===== src/rtl/demux3_pkg.sv =====
// Shared channel encoding for the mux3 / demux3 family: channel indices, slot states,
// and the S1/S0 select decode so selector and distributor can never disagree.
package demux3_pkg;

   localparam logic [1:0] CH0 = 2'd0;
   localparam logic [1:0] CH1 = 2'd1;
   localparam logic [1:0] CH2 = 2'd2;
   localparam int         NCH = 3;

   typedef enum logic {
      SLOT_EMPTY = 1'b0,
      SLOT_FULL  = 1'b1
   } slot_state_t;

   // S0 is a don't-care once S1 is set, so an X there never reaches the result.
   function automatic logic [1:0] decode(input logic s1, input logic s0);
      if (s1) begin
         return CH2;
      end
      return s0 ? CH1 : CH0;
   endfunction

endpackage


===== src/rtl/demux3_slot.sv =====
// One-deep output holding register with valid flag and saturating accept counter; load visible after 1 edge.
// Backpressure: free while empty or draining, so a load and a drain may share an edge without a bubble.
module demux3_slot
   import demux3_pkg::*;
#(
   parameter int W  = 1,
   parameter int CW = 8
) (
   input  logic          clk,
   input  logic          rst_n,
   input  logic          load,
   input  logic [W-1:0]  d,
   input  logic          rdy,
   output logic [W-1:0]  q,
   output logic          vld,
   output logic [CW-1:0] cnt,
   output logic          free
);

   localparam logic [CW-1:0] CNT_MAX = {CW{1'b1}};

   slot_state_t   r_state;
   logic [W-1:0]  r_q;
   logic [CW-1:0] r_cnt;

   always_ff @(posedge clk or negedge rst_n) begin
      if (!rst_n) begin
         r_state <= SLOT_EMPTY;
         r_q     <= '0;
         r_cnt   <= '0;
      end else begin
         if (r_state == SLOT_EMPTY) begin
            if (load) begin
               r_state <= SLOT_FULL;
            end
         end else begin
            if (rdy && !load) begin
               r_state <= SLOT_EMPTY;
            end
         end

         // Data only moves on a load, so a stalled or drained word stays put.
         if (load) begin
            r_q <= d;
            if (r_cnt != CNT_MAX) begin
               r_cnt <= r_cnt + 1'b1;
            end
         end
      end
   end

   assign q    = r_q;
   assign vld  = (r_state == SLOT_FULL);
   assign cnt  = r_cnt;
   assign free = !vld || rdy;

endmodule


===== src/rtl/demux3_reg.sv =====
// Registered 1-to-3 stream demultiplexer steered by S1/S0; 1-cycle latency, 1 word/cycle per channel.
// Backpressure: in_ready reflects only the targeted slot's free flag, never in_valid.
module demux3_reg
   import demux3_pkg::*;
#(
   parameter int W  = 1,
   parameter int CW = 8
) (
   input  logic          clk,
   input  logic          rst_n,
   input  logic [W-1:0]  In,
   input  logic          S0,
   input  logic          S1,
   input  logic          in_valid,
   output logic          in_ready,
   output logic [W-1:0]  Out0,
   output logic [W-1:0]  Out1,
   output logic [W-1:0]  Out2,
   output logic [2:0]    out_valid,
   input  logic [2:0]    out_ready,
   output logic [CW-1:0] cnt0,
   output logic [CW-1:0] cnt1,
   output logic [CW-1:0] cnt2
);

   logic [1:0]    w_sel;
   logic          w_ready;
   logic [2:0]    w_free;
   logic [2:0]    w_load;
   logic [W-1:0]  w_q   [NCH];
   logic [CW-1:0] w_cnt [NCH];

   assign w_sel = decode(S1, S0);

   always_comb begin
      w_ready = 1'b0;
      case (w_sel)
         CH0:     w_ready = w_free[0];
         CH1:     w_ready = w_free[1];
         CH2:     w_ready = w_free[2];
         default: w_ready = 1'b0;
      endcase
   end

   assign in_ready = w_ready;

   for (genvar k = 0; k < NCH; k++) begin : g_slot
      assign w_load[k] = in_valid && w_ready && (w_sel == 2'(k));

      demux3_slot #(
         .W  (W),
         .CW (CW)
      ) u_slot (
         .clk   (clk),
         .rst_n (rst_n),
         .load  (w_load[k]),
         .d     (In),
         .rdy   (out_ready[k]),
         .q     (w_q[k]),
         .vld   (out_valid[k]),
         .cnt   (w_cnt[k]),
         .free  (w_free[k])
      );
   end

   assign Out0 = w_q[0];
   assign Out1 = w_q[1];
   assign Out2 = w_q[2];
   assign cnt0 = w_cnt[0];
   assign cnt1 = w_cnt[1];
   assign cnt2 = w_cnt[2];

endmodule

===== config.mk =====
export PLATFORM = sky130hd
export DESIGN_NAME = demux3_reg
export DESIGN_NICKNAME = d
export VERILOG_FILES = /design/src/rtl/demux3_pkg.sv /design/src/rtl/demux3_slot.sv /design/src/rtl/demux3_reg.sv
export SDC_FILE = /design/constraint.sdc
export NUM_CORES = 1
export LEC_CHECK = 0
export ABC_AREA = 1
export CORE_ASPECT_RATIO = 1.25
export CORE_MARGIN = 1
export CORE_UTILIZATION = 50
export DETAILED_ROUTE_END_ITERATION = 7
export PLACE_DENSITY = 0.84
export SYNTH_ARGS = -nofsm -noshare
export SYNTH_HDL_FRONTEND = slang
export SYNTH_HIERARCHICAL = 1
export SYNTH_SLANG_ARGS = --single-unit

===== constraint.sdc =====
create_clock -name clk -period 1.65 [get_ports clk]
set_input_delay 0.4125 -clock clk [delete_from_list [all_inputs] [get_ports clk]]
set_output_delay 0.4125 -clock clk [all_outputs]
set_load 0.02 [all_outputs]

* After elaboration in Yosys (flattened, before gate mapping)
Index checks and enable logic that the tools add are counted.
** Word-level totals
- Logic and storage cells :: 51
- Input bits :: 9
- Register bits after elaboration :: 30
- Output and inout bits :: 31
** Operators by class
- Reduce and logical (&&, ||, !) cells :: 20
- Equality and inequality tests :: 5
- Add/sub/neg operators :: 3
- Multiplexer cells :: 14
** Operators with widths (count)
- $add 8x1->8 const B :: 3
- $ne 8x8->1 const B :: 3
- $mux 1 :: 11
- $logic_and 1x1->1 :: 7
- $logic_not 1->1 :: 6
- $reduce_and 2->1 :: 3
- $mux 2 :: 2
- $logic_or 1x1->1 :: 3
- $pmux 1 s3 :: 1
- $eq 2x1->1 const B :: 1
- $eq 2x2->1 const B :: 1
- $logic_not 2->1 :: 1

* Logic depth before layout (Yosys ltp)
Gate-level depths: netlist of the first run.
- Depth after elaboration :: 10
- Mapped depth :: 14
- Depth with buffers taken out :: 13

* Modules after synthesis
The synthesis of the first run kept the hierarchy.
** By module, submodules not included
- demux3_slot :: area each 559.3 µm², seq. area each 250.2 µm², cells each 73, instances 3
- demux3_reg :: area each 57.6 µm², seq. area each 0.0 µm², cells each 12, instances 1

* Least setup slack after synthesis of the first run
No wires, ideal clock.
- Path kind :: register -> register
- Start :: register g_slot[1].u_slot.r_state
- End :: register g_slot[0].u_slot.r_cnt[5]
- Data arrival time :: 1.537 ns
- Slack :: -0.004 ns
- Library setup time :: 0.117 ns
- Data required time :: 1.533 ns
- Cell stages (with the launch flop) :: 14
- Clock period less this slack :: 1.654 ns
- Path buffers :: 1
- Path through :: dfrtp_1 -> nand2_1 -> nand3_1 -> nand3_2 -> nand2_2 -> nor2_1 -> clkbuf_8 -> nand2_1 -> inv_1 -> nand2_1 -> nor2_1 -> nand2_1 -> nand2_1 -> nand2_1
** Between the ends
- Longest elaborated chain between the ends :: 6
** Ends and longest elaborated chain
- start, declared :: RTL line demux3_slot.sv:22 : slot_state_t r_state;
- start signal, assigned :: RTL line demux3_slot.sv:28 : r_state <= SLOT_EMPTY;
- start signal, assigned :: RTL line demux3_slot.sv:34 : r_state <= SLOT_FULL;
- start signal, assigned :: RTL line demux3_slot.sv:38 : r_state <= SLOT_EMPTY;
- $logic_not 1->1 :: RTL line demux3_slot.sv:55 : assign free = !vld || rdy;
- $logic_or 1x1->1 :: RTL line demux3_slot.sv:55
- net w_free[1] :: RTL line demux3_reg.sv:28 : logic [2:0] w_free;
- $pmux 1 s3 :: RTL line demux3_reg.sv:37 : case (w_sel)
- net in_ready :: RTL line demux3_reg.sv:15 : output logic in_ready,
- $logic_and 1x1->1 (2 in series) :: RTL line demux3_reg.sv:48 : assign w_load[k] = in_valid && w_ready && (w_sel == 2'(k));
- net w_load[0] :: RTL line demux3_reg.sv:29 : logic [2:0] w_load;
- $reduce_and 2->1 (no source line)
- end signal, assigned :: RTL line demux3_slot.sv:46 : r_cnt <= r_cnt + 1'b1;
- end, declared :: RTL line demux3_slot.sv:24 : logic [CW-1:0] r_cnt;
The timed path passes the listed nets, and every way through them passes these cells.
A chain may end at the register's enable or synchronous reset.

* Worst setup path in the final report of the first run
- Start :: input port S0
- End :: output port in_ready
** Between the ends
- Longest elaborated chain between the ends :: 4
- Elaborated cells on any way between the ends :: 6
- Classes of those cells :: eq/ne: 2; mux: 3; reduce/logical: 1
** Ends and longest elaborated chain
- start, declared :: RTL line demux3_reg.sv:12 : input logic S0,
- $mux 1 * :: RTL line demux3_pkg.sv:20 : return s0 ? CH1 : CH0;
- $mux 2 * :: RTL line demux3_pkg.sv:20
- $eq 2x2->1, or another cell as far along :: RTL line demux3_reg.sv:37
- $pmux 1 s3 * :: RTL line demux3_reg.sv:37
- end, declared :: RTL line demux3_reg.sv:15
Mark *: on every way between the ends. The rest lies on a longest branch, timed or not.

==> impl_metrics.tcl, run 1 <==
set metrics [dict create \
    gp_congestion 0.798 \
    grt-ovfl-total 0 \
    netlist_area_um2 1740 \
    crit_type "in -> out" \
    dieArea_um2 3710 \
    irDropWorstVdd_uv 814 \
    slew_violations 0 \
    final_cells 328 \
    antenna_found_initial 0 \
    pin_count 40 \
    drt_iter0_markers 23 \
    synth_cells 231 \
    power.density_nw_per_um2 1050 \
    nFillCells 249 \
    grt_use_total_pct 24.6 \
    diodes 0 \
    clk_pin_slew_ns 0.06 \
    vias 1634 \
    dp.cells 319 \
    ys_types 16 \
    period_share_pct 94.5 \
    core_um2 3250 \
    grt_pass1_vias 1528 \
    finalHoldViolCount 0 \
    fin_area_um2 2370 \
    rsz0062_at_grt "yes" \
    met3WireLength_um 139 \
    numClockSinks 30 \
    finalClockSkew_ns 0.00613 \
    ant_nets 0 \
    async_flop_share_pct 100 \
    wl_met2_um 2110 \
    setup_viol 0 \
    cts_hold_buffers 0 \
    relSlewSlack_pct 71.0 \
    post_dp_cell_area_um2 2250 \
    status "complete, no violations" \
    detailed_place_hpwl_um 2820 \
    fin_nets 302 \
    yosysWarnings 6 \
    fin_setup_tns_ns 0 \
    p_leak_uw 0.00134 \
    cp-end-kind "output pin" \
    max_freq_mhz 641 \
    clockRootBuffer "clkbuf_8" \
    synth_top_area_cell "dfrtp_1" \
    drt-met1-wl_um 1560 \
    cts_buffer_depth 2 \
    wl_per_cell_um 11.8 \
    io_buffers 39 \
    drc 0 \
    synth_common_cells "93 x nand2_1, 32 x inv_1, 30 x dfrtp_1" \
    chipHeight_um 67.9 \
    synth.most_common_cell "nand2_1" \
    grt_pass1_wl_um 6500 \
    insertion_delay_ns 0.28 \
    fp.dieW_um 54.7 \
    crit_arrival_ns 1.15 \
    synth_top_area_share_pct 43.3 \
    ys_seq_area_share_pct 43.3 \
    firstDrtPassIters 5 \
    cts_tree "built" \
    area_delta_synth_final_pct 36.4 \
    syn-num-nets 243 \
    avgSynthCellArea_um2 7.51 \
    synth_edf_count 0 \
    synth_flop_cell "dfrtp_1" \
    top_layer_used "met4" \
    startpoint_type "primary input" \
    cp_max_fo 3 \
    hp-class "in -> async" \
    tightest_slew_ns 0.433 \
    ys_top_cells_by_area "dfrtp_1 43%, nand2_1 20%, nand3_1 7.2%" \
    cap_violations 0 \
    p_total_uw 2490 \
    cts_inserted_buffers 5 \
    synth-seq-cells 30 \
    rows 23 \
    period_minus_slack_ns 1.56 \
    htreeDepth 2 \
    required_ns 1.24 \
    drive_above_1_share_pct 18.9 \
    r2r_setup_slack_ns 0.19 \
    grt_max_degree 13 \
    start_util_pct 53.4 \
    drt-total-wl_um 3870 \
    vias_per_cell 4.98 \
]
-- kinds of logic (layout without fill, tap and decap cells) --
kind of cell    after synthesis  after routing  share of synthesized area (%)
compound gates                3              3                          0.865
fa+ha+maj                     3              3                           2.16
flops                        30             30                           43.3
buf+inv                      35             95                           9.30
simple gates                157            157                           42.9
xor+xnor                      3              3                           1.51
-- area by class of cell --
| cell class | count | area [µm²] | share of cell area [%] |
|---|---|---|---|
| clock buffer | 8 | 80.1 | 3.38 |
| inverter | 32 | 120 | 5.07 |
| multi-input combinational | 166 | 893 | 37.7 |
| sequential | 30 | 752 | 31.8 |
| tap | 37 | 46.3 | 1.96 |
| timing repair buffer | 55 | 475 | 20.1 |
-- sequential cells by signal (all words and copies together) (netlist names) --
register and count:
g_slot.u_slot/q 3, g_slot.u_slot/cnt 24, g_slot.u_slot/vld 3
-- final timing paths --
path,start,to,cells after the start
setup / recovery,S0,in_ready,5
hold / removal,rst_n,g_slot[0].u_slot/cnt[2],1
setup reg to reg,g_slot[1].u_slot/vld,g_slot[2].u_slot/cnt[5],12
hold reg to reg,g_slot[0].u_slot/q,g_slot[0].u_slot/q,2
max in group asynchronous,rst_n,g_slot[1].u_slot/cnt[1],2
min in group clk,g_slot[0].u_slot/q,g_slot[0].u_slot/q,2
-- cell usage in the layout, fill, tap and decap left out --
master / instances
nand2_1: 85
dlygate4sd2_1: 33
inv_1: 32
dfrtp_1: 29
nand3_1: 24
buf_4: 16
nor2_2: 8
nand2_2: 8
nand2_4: 7
nor2_4: 7
nor2_1: 7
nand3b_1: 6
clkbuf_8: 5
clkbuf_1: 3
nand4_1: 3
xor2_1: 3
o21ai_1: 3
ha_1: 3
clkdlybuf4s50_1: 3
dlymetal6s2s_1: 2
nand3_2: 1
nand3_4: 1
dfrtp_2: 1
buf_6: 1
-- critical path: stages --
cell	delay [ns]
dlygate4sd2_1	0.27
nor2_2	0.16
nand2_2	0.09
nand3_4	0.09
buf_6	0.12
-- routing by layer --
| layer | global-route usage, % | vias to the layer above |
|---|---|---|
| met5 | 0 | - |
| met4 | 10.9 | 0 |
| met3 | 6.67 | 8 |
| met2 | 44.3 | 41 |
| met1 | 25.7 | 762 |
| li1 | - | 823 |
-- repair_timing --
| item | in CTS | in global routing |
|---|---|---|
| pin swaps | 7 | 2 |
| buffers inserted | 0 | 1 |
| setup endpoints to repair | 41 | 3 |
| gates resized for setup | 57 | 3 |
-- per-stage QoR --
stage	setup WS, ns	util [%]	hold WS, ns
floorplan	0.00975	-	0.117
global placement	-0.549	69.3	0.452
detailed placement	-0.581	69.3	0.472
CTS	-0.0146	72.3	0.449
global route	-0.0169	72.8	0.464
finish	0.0905	72.8	0.437
-- power breakdown --
group / leakage (µW) / internal [µW] / switching, µW
clock: 0.0000395 / 299 / 256
sequential: 0.000380 / 875 / 125
combinational: 0.000916 / 389 / 542
total: 0.00134 / 1560 / 923
No activity file was read; power rests on OpenSTA's default activity.
==> run 2, diff against run 1 <==
--- a/config.mk
+++ b/config.mk
@@ -10,7 +10,7 @@
 export CORE_MARGIN = 1
 export CORE_UTILIZATION = 50
 export DETAILED_ROUTE_END_ITERATION = 7
-export PLACE_DENSITY = 0.84
+export PLACE_DENSITY = 0.8
 export SYNTH_ARGS = -nofsm -noshare
 export SYNTH_HDL_FRONTEND = slang
 export SYNTH_HIERARCHICAL = 1
==> impl_metrics.tcl, run 2 (synthesis results as in run 1) <==
set metrics [dict create \
    status "complete, no violations" \
    cts_hold_buffers 0 \
    power_frac_seq_pct 40.2 \
    grt_max_degree 31 \
    drc 0 \
    pwr-share-clk_pct 21.9 \
    period_minus_slack_ns 1.57 \
    clockRootBuffer "clkbuf_8" \
    hold_depth 2 \
    cap_violations 0 \
    gp_congestion 0.802 \
    cts_inserted_buffers 5 \
    ant_nets 0 \
    fp.dieW_um 54.7 \
    mostFrequentLayoutCells "84 x nand2_1, 31 x dlygate4sd2_1, 30 x inv_1" \
    firstDrtPassIters 4 \
    cts_tree "built" \
    grt_use_total_pct 23.5 \
    setup_ws_ns 0.0801 \
    grt-ovfl-total 0 \
    diodes 0 \
    fin_area_um2 2390 \
    cp_max_fo 3 \
    core_um2 3250 \
    p_total_uw 2470 \
    grt_pass1_wl_um 6180 \
    hp-class "reg -> reg" \
    finalHoldViolCount 0 \
    largest_register_ffs 24 \
    p_comb_share_pct 37.9 \
    crit_start "S1" \
    max_freq_mhz 637 \
    reg2regPathDepth 12 \
    p_int_uw 1560 \
    cp-end-kind "output pin" \
    post-route-util_pct 73.5 \
    final_common_cell "nand2_1" \
    detailed_place_hpwl_um 2700 \
    vias_per_cell 4.92 \
    slew_violations 0 \
    crit_end "in_ready" \
    pin_count 40 \
    antenna_found_initial 0 \
    vias 1610 \
    fin_nets 302 \
    setup_viol 0 \
    nFillCells 273 \
    insertion_delay_ns 0.28 \
    tightest_slew_ns 0.227 \
    dieArea_um2 3710 \
    chipHeight_um 67.9 \
    p_leak_uw 0.00135 \
    post_dp_cell_area_um2 2250 \
    finalClockSkew_ns 0.00488 \
    required_ns 1.24 \
    numClockSinks 30 \
    dp_slack_ns -0.589 \
    r2r_end "g_slot[1].u_slot/cnt[5]" \
    drt-total-wl_um 3740 \
    drt_iter0_markers 26 \
    rows 23 \
    p_sw_share_pct 37.0 \
    irDropWorstVdd_uv 883 \
    area_delta_synth_final_pct 37.7 \
    drive_above_1_share_pct 20.3 \
    relSlewSlack_pct 84.8 \
    cts_buffer_depth 2 \
    startpoint_type "primary input" \
    crit_type "in -> out" \
    io_buffers 39 \
    clk_pin_slew_ns 0.06 \
    power.density_nw_per_um2 1040 \
    period_share_pct 95.1 \
    wl_per_cell_um 11.4 \
    r2r_setup_slack_ns 0.15 \
    crit_arrival_ns 1.16 \
    start_util_pct 53.4 \
    grt_pass1_vias 1418 \
    p_switching_uw 916 \
    htreeDepth 2 \
    r2r_start "g_slot[1].u_slot/vld" \
]
==> run 2: worst min-delay path by stage <==
stage,from,end
final,g_slot[2].u_slot/q,g_slot[2].u_slot/q
after global routing,rst_n,g_slot[0].u_slot/cnt[5]
after CTS,g_slot[1].u_slot/q,g_slot[1].u_slot/q
after detailed placement,g_slot[1].u_slot/q,g_slot[1].u_slot/q
after global placement,g_slot[0].u_slot/q,g_slot[0].u_slot/q
after floorplan,rst_n,g_slot[0].u_slot/cnt[0]
==> run 2: power by group through the flow <==
stage          clock (µW)  sequential (µW)  combinational (µW)
2_1_floorplan           0             1210                 301
3_3_place_gp            0             1010                 987
3_5_place_dp            0             1010                1010
4_1_cts               564              993                 933
5_1_grt               583             1010                1040
6_report              541              996                 938
==> run 2: per-stage QoR <==
| stage | hold WS, ns | setup TNS, ns | std cells |
|---|---|---|---|
| CTS | 0.491 | -0.0749 | 325 |
| global placement | 0.452 | -9.04 | 317 |
| floorplan | 0.117 | 0 | 231 |
| detailed placement | 0.474 | -9.52 | 317 |
| global route | 0.507 | -0.00590 | 327 |
| finish | 0.483 | 0 | 327 |
==> run 2: final cells by class <==
type	count	area, µm²	share of cell area, %
clock buffers	7	76.3	3.19
flip-flops and latches	30	752	31.5
well taps	37	46.3	1.94
inverters	32	120	5.03
multi-input cells	166	903	37.8
repair buffers	55	492	20.6
==> run 2: worst max-delay path, stage by stage <==
cell and delay [ns]:
dlygate4sd2_1 0.27, nor2_2 0.15, nand2_2 0.08, nand3_4 0.09, buf_4 0.14
==> run 2: routing by layer <==
metal	track usage (%)	part of all wire, %	vias to the layer above	wire length (µm)
met4	7.69	1.4	0	54
met1	25.9	42	751	1570
li1	-	-	823	-
met3	6.67	3.7	6	137
met5	0	0	-	0
met2	41.9	53	30	1980
==> run 2: repair_timing <==
item,4_1_cts,5_1_grt
gates resized for setup,49,15
pin swaps,4,8
buffers inserted,1,2
endpoints found under the setup margin,42,22
==> run 3, diff against run 2 <==
--- a/config.mk
+++ b/config.mk
@@ -6,6 +6,7 @@
 export NUM_CORES = 1
 export LEC_CHECK = 0
 export ABC_AREA = 1
+export CAP_MARGIN = 20
 export CORE_ASPECT_RATIO = 1.25
 export CORE_MARGIN = 1
 export CORE_UTILIZATION = 50
==> results of run 3 <==
No change in the layout: final DEF, timing and power equal those of run 2.
